$ cat src/rtl/fifo_uart_tx_if.sv
// Read port between the 16x8 byte FIFO and its UART drain stage.
// The consumer (master) issues fifo_re; the FIFO (slave) answers with empty flag and registered data.
interface fifo_uart_tx_if;
  logic       fifo_re;
  logic       fifo_empty;
  logic [7:0] fifo_data;

  modport master (
    output fifo_re,
    input  fifo_empty,
    input  fifo_data
  );

  modport slave (
    input  fifo_re,
    output fifo_empty,
    output fifo_data
  );
endinterface

$ cat src/rtl/fifo_uart_tx.sv
// Drains the byte FIFO and serializes each byte as an LSB-first UART frame; FIFO_UART_TX_PARITY_EN adds an even-parity bit.
// Latency: 2 cycles (POP, LOAD) from pop decision to start bit; frame = (10+STOP_BITS-1[+1])*CLKS_PER_BIT cycles.
// Backpressure: pops only when tx_en && !fifo_empty at frame boundaries; a started frame always completes.
module fifo_uart_tx #(
  parameter int CLKS_PER_BIT = 16,
  parameter int STOP_BITS    = 1
) (
  input  logic           clk,
  input  logic           reset,
  input  logic           tx_en,
  fifo_uart_tx_if.master rd,
  output logic           tx,
  output logic           busy,
  output logic           tx_done
);

  localparam int              CW        = $clog2(CLKS_PER_BIT);
  localparam logic [CW-1:0]   BAUD_LAST = CW'(CLKS_PER_BIT - 1);
  localparam logic [CW-1:0]   BAUD_PRE  = CW'(CLKS_PER_BIT - 2);
  localparam logic [2:0]      STOP_LAST = 3'(STOP_BITS - 1);

  typedef enum logic [2:0] {
    IDLE,
    POP,
    LOAD,
    START,
    DATA,
`ifdef FIFO_UART_TX_PARITY_EN
    PARITY,
`endif
    STOP
  } state_t;

  state_t        state;
  logic [CW-1:0] baud_cnt;
  logic [2:0]    bit_idx;
  logic [7:0]    shift_q;
  logic          fifo_re_q;
`ifdef FIFO_UART_TX_PARITY_EN
  logic          parity_q;
`endif

  assign rd.fifo_re = fifo_re_q;

  always_ff @(posedge clk or negedge reset) begin
    if (!reset) begin
      state     <= IDLE;
      baud_cnt  <= '0;
      bit_idx   <= '0;
      shift_q   <= '0;
      fifo_re_q <= 1'b0;
      tx        <= 1'b1;
      busy      <= 1'b0;
      tx_done   <= 1'b0;
`ifdef FIFO_UART_TX_PARITY_EN
      parity_q  <= 1'b0;
`endif
    end else begin
      fifo_re_q <= 1'b0;
      tx_done   <= 1'b0;
      case (state)
        IDLE: begin
          tx   <= 1'b1;
          busy <= 1'b0;
          if (tx_en && !rd.fifo_empty) begin
            state     <= POP;
            fifo_re_q <= 1'b1;
            busy      <= 1'b1;
          end
        end
        POP: state <= LOAD;
        // FIFO data_out is only valid in the cycle after the read strobe.
        LOAD: begin
          shift_q  <= rd.fifo_data;
`ifdef FIFO_UART_TX_PARITY_EN
          parity_q <= ^rd.fifo_data;
`endif
          baud_cnt <= '0;
          tx       <= 1'b0;
          state    <= START;
        end
        START: begin
          if (baud_cnt == BAUD_LAST) begin
            baud_cnt <= '0;
            bit_idx  <= '0;
            tx       <= shift_q[0];
            state    <= DATA;
          end else begin
            baud_cnt <= baud_cnt + 1'b1;
          end
        end
        DATA: begin
          if (baud_cnt == BAUD_LAST) begin
            baud_cnt <= '0;
            shift_q  <= shift_q >> 1;
            if (bit_idx == 3'd7) begin
              bit_idx <= '0;
`ifdef FIFO_UART_TX_PARITY_EN
              tx      <= parity_q;
              state   <= PARITY;
`else
              tx      <= 1'b1;
              state   <= STOP;
`endif
            end else begin
              tx      <= shift_q[1];
              bit_idx <= bit_idx + 1'b1;
            end
          end else begin
            baud_cnt <= baud_cnt + 1'b1;
          end
        end
`ifdef FIFO_UART_TX_PARITY_EN
        PARITY: begin
          if (baud_cnt == BAUD_LAST) begin
            baud_cnt <= '0;
            bit_idx  <= '0;
            tx       <= 1'b1;
            state    <= STOP;
          end else begin
            baud_cnt <= baud_cnt + 1'b1;
          end
        end
`endif
        STOP: begin
          // Registered pulse: raised one cycle early so it lands on the final stop cycle.
          if (bit_idx == STOP_LAST && baud_cnt == BAUD_PRE)
            tx_done <= 1'b1;
          if (baud_cnt == BAUD_LAST) begin
            baud_cnt <= '0;
            if (bit_idx == STOP_LAST) begin
              bit_idx <= '0;
              if (tx_en && !rd.fifo_empty) begin
                state     <= POP;
                fifo_re_q <= 1'b1;
              end else begin
                state <= IDLE;
                busy  <= 1'b0;
              end
            end else begin
              bit_idx <= bit_idx + 1'b1;
            end
          end else begin
            baud_cnt <= baud_cnt + 1'b1;
          end
        end
        default: state <= IDLE;
      endcase
    end
  end

endmodule

$ cat src/flat_wrapper.sv
// flat-port wrapper written by rule: the top's interface ports become plain ports
module fifo_uart_tx_flat 
#(
  parameter int CLKS_PER_BIT = 16,
  parameter int STOP_BITS    = 1
)
  (clk, reset, tx_en, tx, busy, tx_done, rd_fifo_re, rd_fifo_empty, rd_fifo_data);
  fifo_uart_tx_if rd_i ();
  input  logic clk;
  input  logic reset;
  input  logic tx_en;
  output logic tx;
  output logic busy;
  output logic tx_done;
  output wire logic [$bits(rd_i.fifo_re)-1:0] rd_fifo_re;
  input wire logic [$bits(rd_i.fifo_empty)-1:0] rd_fifo_empty;
  input wire logic [$bits(rd_i.fifo_data)-1:0] rd_fifo_data;
  assign rd_fifo_re = rd_i.fifo_re;
  assign rd_i.fifo_empty = rd_fifo_empty;
  assign rd_i.fifo_data = rd_fifo_data;
  fifo_uart_tx #(.CLKS_PER_BIT(CLKS_PER_BIT), .STOP_BITS(STOP_BITS)) u_core (.clk(clk), .reset(reset), .tx_en(tx_en), .rd(rd_i), .tx(tx), .busy(busy), .tx_done(tx_done));
endmodule
$ cat config.mk
export PLATFORM = sky130hd
export DESIGN_NAME = fifo_uart_tx_flat
export DESIGN_NICKNAME = d
export VERILOG_FILES = /design/src/rtl/fifo_uart_tx_if.sv /design/src/rtl/fifo_uart_tx.sv /design/src/flat_wrapper.sv
export SDC_FILE = /design/constraint.sdc
export NUM_CORES = 1
export LEC_CHECK = 0
export ABC_AREA = 1
export BUFFER_PORTS_ARGS = -buffer_cell sky130_fd_sc_hd__clkbuf_2
export CAP_MARGIN = 10
export CORE_MARGIN = 5
export CORE_UTILIZATION = 50
export CTS_BUF_LIST = sky130_fd_sc_hd__clkbuf_4 sky130_fd_sc_hd__clkbuf_8 sky130_fd_sc_hd__clkbuf_16
export DETAILED_ROUTE_END_ITERATION = 10
export PLACE_DENSITY = 0.7
export SYNTH_ARGS = -nofsm -noshare
export SYNTH_HDL_FRONTEND = slang
export SYNTH_SLANG_ARGS = --single-unit
export TNS_END_PERCENT = 5
$ cat constraint.sdc
create_clock -name clk -period 3.3 [get_ports clk]
set_input_delay 0.165 -clock clk [delete_from_list [all_inputs] [get_ports clk]]
set_output_delay 0.165 -clock clk [all_outputs]
set_load 0.05 [all_outputs]
==> results.sh, run 1 <==
export IMPL_final_nets=200
export IMPL_tightest_slew_ns=0.567
export IMPL_start_util_pct=53.0
export IMPL_vias=1072
export IMPL_clk_pin_slew_ns=0.13
export IMPL_r2r_slack_ns=1.75
export IMPL_p_leak_nw=0.759
export IMPL_p_switching_mw=0.433
export IMPL_fmax_mhz=647
export IMPL_routabilityCongestion=0.857
export IMPL_grt_pass1_vias=981
export IMPL_path_class="flop to flop"
export IMPL_min_delay_path_depth=3
export IMPL_reg2reg_from="u_core.state[1]$_DFFE_PN0P_"
export IMPL_cts_path_max_buffers=2
export IMPL_ys_warn_count=0
export IMPL_cp_max_fo=20
export IMPL_synth_simple_area_share_pct=26.4
export IMPL_grt_overflow=0
export IMPL_synth_compound_area_share_pct=16.1
export IMPL_area_growth_pct=7.94
export IMPL_post_route_period_util_pct=46.9
export IMPL_synthXorXnorAreaFrac_pct=0
export IMPL_synthAdderAreaFrac_pct=4.73
export IMPL_setup_viol=0
export IMPL_io_pins=16
export IMPL_cp_startpoint="u_core.state[1]$_DFFE_PN0P_"
export IMPL_instances_no_fill=212
export IMPL_synth_area_sq_mm=0.00132
export IMPL_slew_viol_final=0
export IMPL_synth_top_family_by_area="simple AND/OR/NAND/NOR gates"
export IMPL_layout_commonest_cell="nand2_1"
export IMPL_placed_cells=207
export IMPL_holdPathEnd="u_core.shift_q[7]$_DFFE_PN0P_"
export IMPL_async_flop_share_pct=100
export IMPL_clk_latency_ns=0.31
export IMPL_routed_wl_microns=2450
export IMPL_synth_cells=166
export IMPL_status="finished clean"
export IMPL_hold_viol=0
export IMPL_synth_area_per_cell_sq_um=7.97
export IMPL_track_usage_pct=15.1
export IMPL_peakVddDrop_mv=0.451
export IMPL_rr_worst_depth=5
export IMPL_ant_nets=0
export IMPL_htree_levels=1
export IMPL_grt_pass1_wl_microns=4170
export IMPL_hpwlAfterDp_microns=1890
export IMPL_drive_gt1_share_pct=19.8
export IMPL_power_switching_share_pct=43.4
export IMPL_grt_max_degree=23
export IMPL_min_from="rd_fifo_data[7]"
export IMPL_cts_buffers=3
export IMPL_core_sq_mm=0.00250
export IMPL_worst_ep_arrival_time_ns=1.79
export IMPL_postSynthRegisterBits=22
export IMPL_rows=18
export IMPL_cts_root_buf="clkbuf_4"
export IMPL_p_int_mw=0.565
export IMPL_cellPowerDensity_mw_per_mm2=698
export IMPL_timing_rr_end="u_core.shift_q[7]$_DFFE_PN0P_"
export IMPL_drc=0
export IMPL_end_kind="flop"
export IMPL_timing_setup_tns_ns=0
export IMPL_synthMuxAreaShare_pct=0
export IMPL_power_frac_seq_pct=42.1
export IMPL_tritoncts="yes"
export IMPL_synth_edf_count=0
export IMPL_maxCapViolCount=0
export IMPL_vias_per_cell=5.06
export IMPL_hp_class="input pin to flop"
export IMPL_slew_headroom_pct=62.2
export IMPL_die_area_sq_mm=0.00378
export IMPL_rsz0062_at_grt="no"
export IMPL_drt_initial_drc_count=33
export IMPL_layout_common_cells="nand2_1, inv_1, dfrtp_1"
export IMPL_crit_required_ns=3.55
export IMPL_yosysUniqueCellTypes=24
export IMPL_skew_ns=0.00405
export IMPL_post_cts_repair_setup_buffers=0
export IMPL_combPwrFrac_pct=42.5
export IMPL_diodes=0
export IMPL_cts_sinks=22
export IMPL_die_h_microns=61.5
export IMPL_port_buffers=15
export IMPL_final_min_clock_period_ns=1.55
export IMPL_dieWidth_microns=61.5
export IMPL_clkPwrFrac_pct=15.4
export IMPL_synth_main_ff_cell="dfrtp_1"
export IMPL_antenna_found_initial=0
export IMPL_critPathLaunchType="flop"
export IMPL_wl_per_cell_microns=11.5
export IMPL_syn_nets=183
export IMPL_seq_area_frac_synth_pct=41.7
export IMPL_drt_pass1_iter_count=4
cells by family after synthesis:
family          count (synthesis)
simple gates                   78
flops                          22
compound gates                 32
buf+inv                        29
fa+ha+maj                       5
worst max-delay path by stage:
stage,endpoint,depth (start not counted)
floorplan,u_core.shift_q[2]$_DFFE_PN0P_,5
global placement,u_core.shift_q[7]$_DFFE_PN0P_,5
global route,u_core.shift_q[5]$_DFFE_PN0P_,5
detailed placement,u_core.shift_q[7]$_DFFE_PN0P_,5
CTS,u_core.shift_q[7]$_DFFE_PN0P_,5
finish,u_core.shift_q[7]$_DFFE_PN0P_,5
flip-flops by register name, summed over array words and instances (netlist names):
name	count
u_core.baud_cnt	4
u_core.bit_idx	3
u_core.busy	1
u_core.rd.fifo_re	1
u_core.shift_q	8
u_core.state	3
u_core.tx	1
u_core.tx_done	1
worst max-delay path, cell delays in order (launching register included):
cell and delay, ns:
dfrtp_1 0.47, nor2_4 0.20, nand2_4 0.19, o21ai_4 0.40, nand3_1 0.11, o21ai_0 0.10
synthesized netlist by cell type, types with 2 or more instances:
library cell  count  area, sq um
inv_1            24         90.1
nor2_1            9         33.8
ha_1              5         62.6
nand3_1          15         75.1
nand4_1           2         12.5
nand2_1          47          176
a21oi_1           5         25.0
dfrtp_1          21          526
o21ai_0          12         60.1
o21ai_2          10         87.6
o21ai_1           3         15.0
power groups by stage:
stage                     combinational [mW]  clock, mW  sequential, mW
after floorplan                        0.308          0           0.465
after global routing                   0.494      0.168           0.431
final                                  0.424      0.153           0.420
after global placement                 0.418          0           0.423
after CTS                              0.430      0.155           0.420
after detailed placement               0.425          0           0.426
per-layer routing:
layer / vias up / global-route usage (%) / wire length (microns)
li1: 565 / - / -
met1: 485 / 19.6 / 1140
met2: 17 / 24.8 / 1190
met3: 5 / 1.89 / 73
met4: 0 / 7.58 / 48
met5: - / 0 / 0
what timing repair did:
item | in CTS | in global routing
resized for setup | 0 | 0
hold buffers | 1 | 0
endpoints found under the hold margin | 21 | 0
metrics by stage:
step	cell area [sq um]	setup WS, ns	power [mW]	hold WS, ns	utilization, %
4_1_cts	1430	1.74	1.01	0.0924	57.2
3_3_place_gp	1380	1.80	0.841	0.169	55.3
6_report	1430	1.75	0.998	0.0877	57.2
2_1_floorplan	1320	2.00	0.773	-0.131	-
3_5_place_dp	1380	1.77	0.852	0.179	55.3
5_1_grt	1430	1.59	1.09	0.102	57.2
cell type report:
class,count,area [sq um]
well taps,30,37.5
fillers,228,1070
clock buffers,4,36.3
multi-input cells,115,624
inverters,25,93.8
repair buffers,16,85.1
flip-flops and latches,22,552
(Power assumes the default switching activity.)
==> inputs of run 2 (changes only) <==
- clock period: 3.3 -> 1.5 ns (I/O delays scaled with it)
==> run 2 against run 1 <==
Hold slack lost 0.043 ns. Sequential share of layout area shrank 2.0 points. Worst setup slack worse by 1.6 ns. Final cell count up 4.2%. Clock skew up 0.0023 ns. Critical endpoint is now u_core.bit_idx[1]$_DFFE_PN0P_.
==> results.sh, run 2 (synthesis results as in run 1) <==
export IMPL_status="finished clean"
export IMPL_start_util_pct=53.0
export IMPL_io_pins=16
export IMPL_rows=18
export IMPL_regArea_sq_um=553
export IMPL_hpwlAfterDp_microns=1880
export IMPL_r2r_slack_ns=0.10
export IMPL_port_buffers=15
export IMPL_layout_common_cells="nand2_1, inv_1, dfrtp_1"
export IMPL_slowest_delay_ns=0.50
export IMPL_clk_latency_ns=0.31
export IMPL_critPathLaunchType="flop"
export IMPL_cts_path_max_buffers=2
export IMPL_antenna_found_initial=0
export IMPL_min_from="tx_en"
export IMPL_post_route_period_util_pct=93.1
export IMPL_grt_max_degree=23
export IMPL_core_sq_mm=0.00250
export IMPL_fillers=220
export IMPL_critPathTopFamily="simple AND/OR/NAND/NOR gates"
export IMPL_rr_worst_depth=6
export IMPL_drt_pass1_iter_count=4
export IMPL_multi_input_area_sq_um=639
export IMPL_setup_slack_ns=0.104
export IMPL_cts_sinks=22
export IMPL_cts_root_buf="clkbuf_4"
export IMPL_drc=0
export IMPL_cts_buffers=3
export IMPL_die_h_microns=61.5
export IMPL_grt_pass1_vias=996
export IMPL_place_ws_ns=0.0235
export IMPL_fmax_mhz=716
export IMPL_area_growth_pct=14.0
export IMPL_wl_per_cell_microns=11.5
export IMPL_regMostFlops="u_core.shift_q"
export IMPL_slew_viol_final=0
export IMPL_drive_gt1_share_pct=25.1
export IMPL_holdWs_ns=0.0446
export IMPL_slew_headroom_pct=63.6
export IMPL_hp_class="input pin to flop"
export IMPL_clk_pin_slew_ns=0.12
export IMPL_cp_max_fo=8
export IMPL_htree_levels=1
export IMPL_reg2reg_from="u_core.state[2]$_DFFE_PN0P_"
export IMPL_setup_viol=0
export IMPL_p_leak_nw=0.789
export IMPL_vias_per_cell=5.02
export IMPL_diodes=0
export IMPL_placed_cells=212
export IMPL_path_class="flop to flop"
export IMPL_largest_reg_flops=8
export IMPL_final_nets=209
export IMPL_grt_pass1_wl_microns=4220
export IMPL_final_min_clock_period_ns=1.40
export IMPL_peakVddDrop_mv=0.860
export IMPL_final_cell_area_sq_mm=0.00151
export IMPL_routabilityCongestion=0.894
export IMPL_ant_nets=0
export IMPL_crit_required_ns=1.69
export IMPL_rsz0062_at_grt="yes"
export IMPL_tightest_slew_ns=0.546
export IMPL_routed_wl_microns=2530
export IMPL_placed_area_sq_mm=0.00142
export IMPL_skew_ns=0.00635
export IMPL_vias=1110
export IMPL_track_usage_pct=15.0
export IMPL_drt_initial_drc_count=54
export IMPL_cellPowerDensity_mw_per_mm2=1510
export IMPL_end_kind="flop"
export IMPL_cpMostUsedCell="nand2_1"
export IMPL_layout_commonest_cell="nand2_1"
export IMPL_instances_no_fill=221
export IMPL_tritoncts="yes"
export IMPL_hold_viol=0
export IMPL_timing_setup_tns_ns=0
export IMPL_largestRegisters="u_core.shift_q x8, u_core.baud_cnt x4"
export IMPL_die_area_sq_mm=0.00378
export IMPL_min_delay_path_depth=3
export IMPL_path_cells="inv_2 -> nand3_1 -> nand2_1 -> nand2_1 -> nand2_1 -> o21ai_0"
export IMPL_holdPathEnd="u_core.busy$_DFFE_PN0P_"
export IMPL_maxCapViolCount=0
export IMPL_slowest_stage="dfrtp_2"
export IMPL_worst_ep_arrival_time_ns=1.59
export IMPL_dieWidth_microns=61.5
export IMPL_cp_num_buf_inv=1
export IMPL_report_power_total_mw=2.28
export IMPL_grt_overflow=0
export IMPL_final_util_pct=60.4
export IMPL_timing_rr_end="u_core.bit_idx[1]$_DFFE_PN0P_"
run 2: metal layers:
| metal | global-route usage [%] | share of wire (%) |
|---|---|---|
| met1 | 19.8 | 45 |
| met2 | 24.2 | 49 |
| met3 | 1.89 | 3.3 |
| met4 | 7.88 | 2.2 |
| met5 | 0 | 0 |
run 2: worst min-delay path, cell delays in order:
cell,delay [ns]
clkbuf_2,0.09
nand4_1,0.10
nand2_1,0.06
run 2: cell type report:
cell class              instances  area share (%)
multi-input cells             115            42.4
flip-flops and latches         22            36.6
repair buffers                 25            10.3
inverters                      25            6.22
well taps                      30            2.49
clock buffers                   4            1.99
run 2: how the worst max path moves through the flow:
stage                                        start                             to  cells past startpoint
finish                 u_core.state[2]$_DFFE_PN0P_  u_core.bit_idx[1]$_DFFE_PN0P_                      6
global route         u_core.bit_idx[0]$_DFFE_PN0P_    u_core.state[2]$_DFFE_PN0P_                      8
CTS                 u_core.baud_cnt[0]$_DFFE_PN0P_  u_core.shift_q[7]$_DFFE_PN0P_                      5
detailed placement  u_core.baud_cnt[0]$_DFFE_PN0P_  u_core.shift_q[7]$_DFFE_PN0P_                      5
global placement    u_core.baud_cnt[0]$_DFFE_PN0P_  u_core.shift_q[7]$_DFFE_PN0P_                      5
floorplan           u_core.baud_cnt[1]$_DFFE_PN0P_  u_core.shift_q[2]$_DFFE_PN0P_                      5
run 2: timing repair:
action	CTS	global route
hold endpoints to repair	22	0
buffers inserted	0	3
endpoints found under the setup margin	0	13
hold buffers	2	0
resized for setup	0	5
run 2: where the power goes:
group | total, mW | leakage [nW] | switching, mW | internal (mW)
Clock | 0.302 | 0.0184 | 0.181 | 0.122
Sequential | 0.935 | 0.281 | 0.141 | 0.794
Combinational | 1.04 | 0.490 | 0.662 | 0.381
==> inputs of run 3 (changes only) <==
- RECOVER_POWER: not set -> 100
==> run 3 against run 2 <==
Via count shrank 0.63%. Clock skew is essentially flat. Global-route usage is the same. Die area is the same. Clock-buffer cell count is the same. First-iteration DRC count grew 28%.
==> results.sh, run 3 (synthesis results as in run 1) <==
export IMPL_crit_required_ns=1.75
export IMPL_die_h_microns=61.5
export IMPL_largestRegisters="u_core.shift_q x8, u_core.baud_cnt x4"
export IMPL_fillers=226
export IMPL_min_delay_path_depth=3
export IMPL_min_from="tx_en"
export IMPL_wl_per_cell_microns=11.5
export IMPL_multi_input_area_sq_um=639
export IMPL_slew_viol_final=0
export IMPL_htree_levels=1
export IMPL_placed_area_sq_mm=0.00142
export IMPL_tightest_slew_ns=0.596
export IMPL_tritoncts="yes"
export IMPL_regArea_sq_um=553
export IMPL_slowest_stage="dfrtp_1"
export IMPL_clk_pin_slew_ns=0.13
export IMPL_timing_rr_end="u_core.shift_q[6]$_DFFE_PN0P_"
export IMPL_critPathLaunchType="flop"
export IMPL_path_depth=6
export IMPL_core_sq_mm=0.00250
export IMPL_hold_viol=0
export IMPL_critPathTopFamily="flip-flops"
export IMPL_antenna_found_initial=0
export IMPL_holdWs_ns=0.0408
export IMPL_cp_num_buf_inv=1
export IMPL_p_leak_nw=0.776
export IMPL_status="finished clean"
export IMPL_vias_per_cell=4.99
export IMPL_grt_pass1_vias=996
export IMPL_drt_pass1_iter_count=4
export IMPL_path_class="flop to flop"
export IMPL_slowest_delay_ns=0.48
export IMPL_final_util_pct=59.9
export IMPL_skew_ns=0.00597
export IMPL_setup_viol=0
export IMPL_p_int_mw=1.28
export IMPL_rsz0062_at_grt="yes"
export IMPL_clkPwrFrac_pct=13.4
export IMPL_cts_path_max_buffers=2
export IMPL_place_ws_ns=0.0235
export IMPL_placed_cells=212
export IMPL_setup_slack_ns=0.0852
export IMPL_fmax_mhz=707
export IMPL_cts_sinks=22
export IMPL_power_frac_seq_pct=41.2
export IMPL_slew_headroom_pct=60.4
export IMPL_maxCapViolCount=0
export IMPL_dieWidth_microns=61.5
export IMPL_p_switching_mw=0.984
export IMPL_port_buffers=15
export IMPL_grt_pass1_wl_microns=4220
export IMPL_hp_class="input pin to flop"
export IMPL_final_nets=209
export IMPL_worst_ep_arrival_time_ns=1.67
export IMPL_cts_root_buf="clkbuf_4"
export IMPL_rows=18
export IMPL_peakVddDrop_mv=0.865
export IMPL_rr_worst_depth=6
export IMPL_end_kind="flop"
export IMPL_instances_no_fill=221
export IMPL_clk_latency_ns=0.31
export IMPL_start_util_pct=53.0
export IMPL_power_switching_share_pct=43.4
export IMPL_die_area_sq_mm=0.00378
export IMPL_final_cell_area_sq_mm=0.00150
export IMPL_cp_max_fo=10
export IMPL_track_usage_pct=15.0
export IMPL_area_growth_pct=13.0
export IMPL_r2r_slack_ns=0.09
export IMPL_reg2reg_from="u_core.state[1]$_DFFE_PN0P_"
export IMPL_drive_gt1_share_pct=23.0
export IMPL_drt_initial_drc_count=69
export IMPL_layout_common_cells="nand2_1, inv_1, dfrtp_1"
export IMPL_drc=0
export IMPL_io_pins=16
export IMPL_path_cells="nor2_4 -> nand2_4 -> o21ai_4 -> clkbuf_2 -> nand2_1 -> o21ai_2"
export IMPL_post_route_period_util_pct=94.3
export IMPL_final_min_clock_period_ns=1.41
export IMPL_regMostFlops="u_core.shift_q"
export IMPL_ant_nets=0
export IMPL_largest_reg_flops=8
export IMPL_hpwlAfterDp_microns=1880
export IMPL_routed_wl_microns=2540
export IMPL_cellPowerDensity_mw_per_mm2=1510
export IMPL_grt_max_degree=23
export IMPL_combPwrFrac_pct=45.4
export IMPL_layout_commonest_cell="nand2_1"
export IMPL_vias=1103
export IMPL_holdPathEnd="u_core.busy$_DFFE_PN0P_"
export IMPL_grt_overflow=0
export IMPL_cts_buffers=3
export IMPL_diodes=0
export IMPL_routabilityCongestion=0.894
-- run 3: changes by cell type in the layout (fill, tap and decap cells not counted) --
cell and change:
buf_4 -3, clkbuf_1 +4, clkbuf_2 -1, o21ai_0 +1
o21ai_1 -1
-- run 3: cell type report --
type | instances | area share [%]
Timing Repair Buffer | 25 | 9.53
Tap cell | 30 | 2.51
Multi-Input combinational cell | 115 | 42.7
Clock buffer | 4 | 2.01
Inverter | 25 | 6.27
Sequential cell | 22 | 37.0
-- run 3: worst max path at each step --
stage / to / from / slack, ns
after floorplan: u_core.shift_q[2]$_DFFE_PN0P_ / u_core.baud_cnt[1]$_DFFE_PN0P_ / 0.20
after global placement: u_core.shift_q[7]$_DFFE_PN0P_ / u_core.baud_cnt[0]$_DFFE_PN0P_ / 0.09
after detailed placement: u_core.shift_q[7]$_DFFE_PN0P_ / u_core.baud_cnt[0]$_DFFE_PN0P_ / 0.02
after CTS: u_core.shift_q[7]$_DFFE_PN0P_ / u_core.baud_cnt[0]$_DFFE_PN0P_ / 0.001
after global routing: u_core.state[2]$_DFFE_PN0P_ / u_core.bit_idx[0]$_DFFE_PN0P_ / -0.02
final: u_core.shift_q[6]$_DFFE_PN0P_ / u_core.state[1]$_DFFE_PN0P_ / 0.09
-- run 3: metal layers --
| metal | GRT usage (%) | vias up | wire [microns] |
|---|---|---|---|
| met4 | 7.88 | 0 | 47 |
| met5 | 0 | - | 0 |
| met2 | 24.2 | 19 | 1250 |
| li1 | - | 580 | - |
| met3 | 1.89 | 7 | 68 |
| met1 | 19.8 | 497 | 1170 |
-- run 3: power groups by stage --
stage                     sequential (mW)  clock (mW)  combinational (mW)
after floorplan                      1.02           0               0.678
after global placement              0.927           0               0.956
after detailed placement            0.937           0               0.970
after CTS                           0.923       0.315               0.978
after global routing                0.951       0.342                1.16
final                               0.934       0.305                1.03
-- run 3: per-stage QoR --
step | power, mW | setup TNS, ns
5_1_grt | 2.45 | -0.0253
2_1_floorplan | 1.70 | 0
6_report | 2.27 | 0
3_5_place_dp | 1.91 | 0
4_1_cts | 2.22 | 0
3_3_place_gp | 1.88 | 0
-- run 3: worst register-to-register path: stages (launching register included) --
cell and delay (ns):
dfrtp_1 0.48, nor2_4 0.21, nand2_4 0.10, o21ai_4 0.16
clkbuf_2 0.25, nand2_1 0.10, o21ai_2 0.06
-- run 3: repair_timing --
action / 4_1_cts / 5_1_grt
hold endpoints to repair: 22 / 0
hold buffers: 2 / 0
setup endpoints to repair: 0 / 13
resized for setup: 0 / 5
setup buffers: 0 / 3
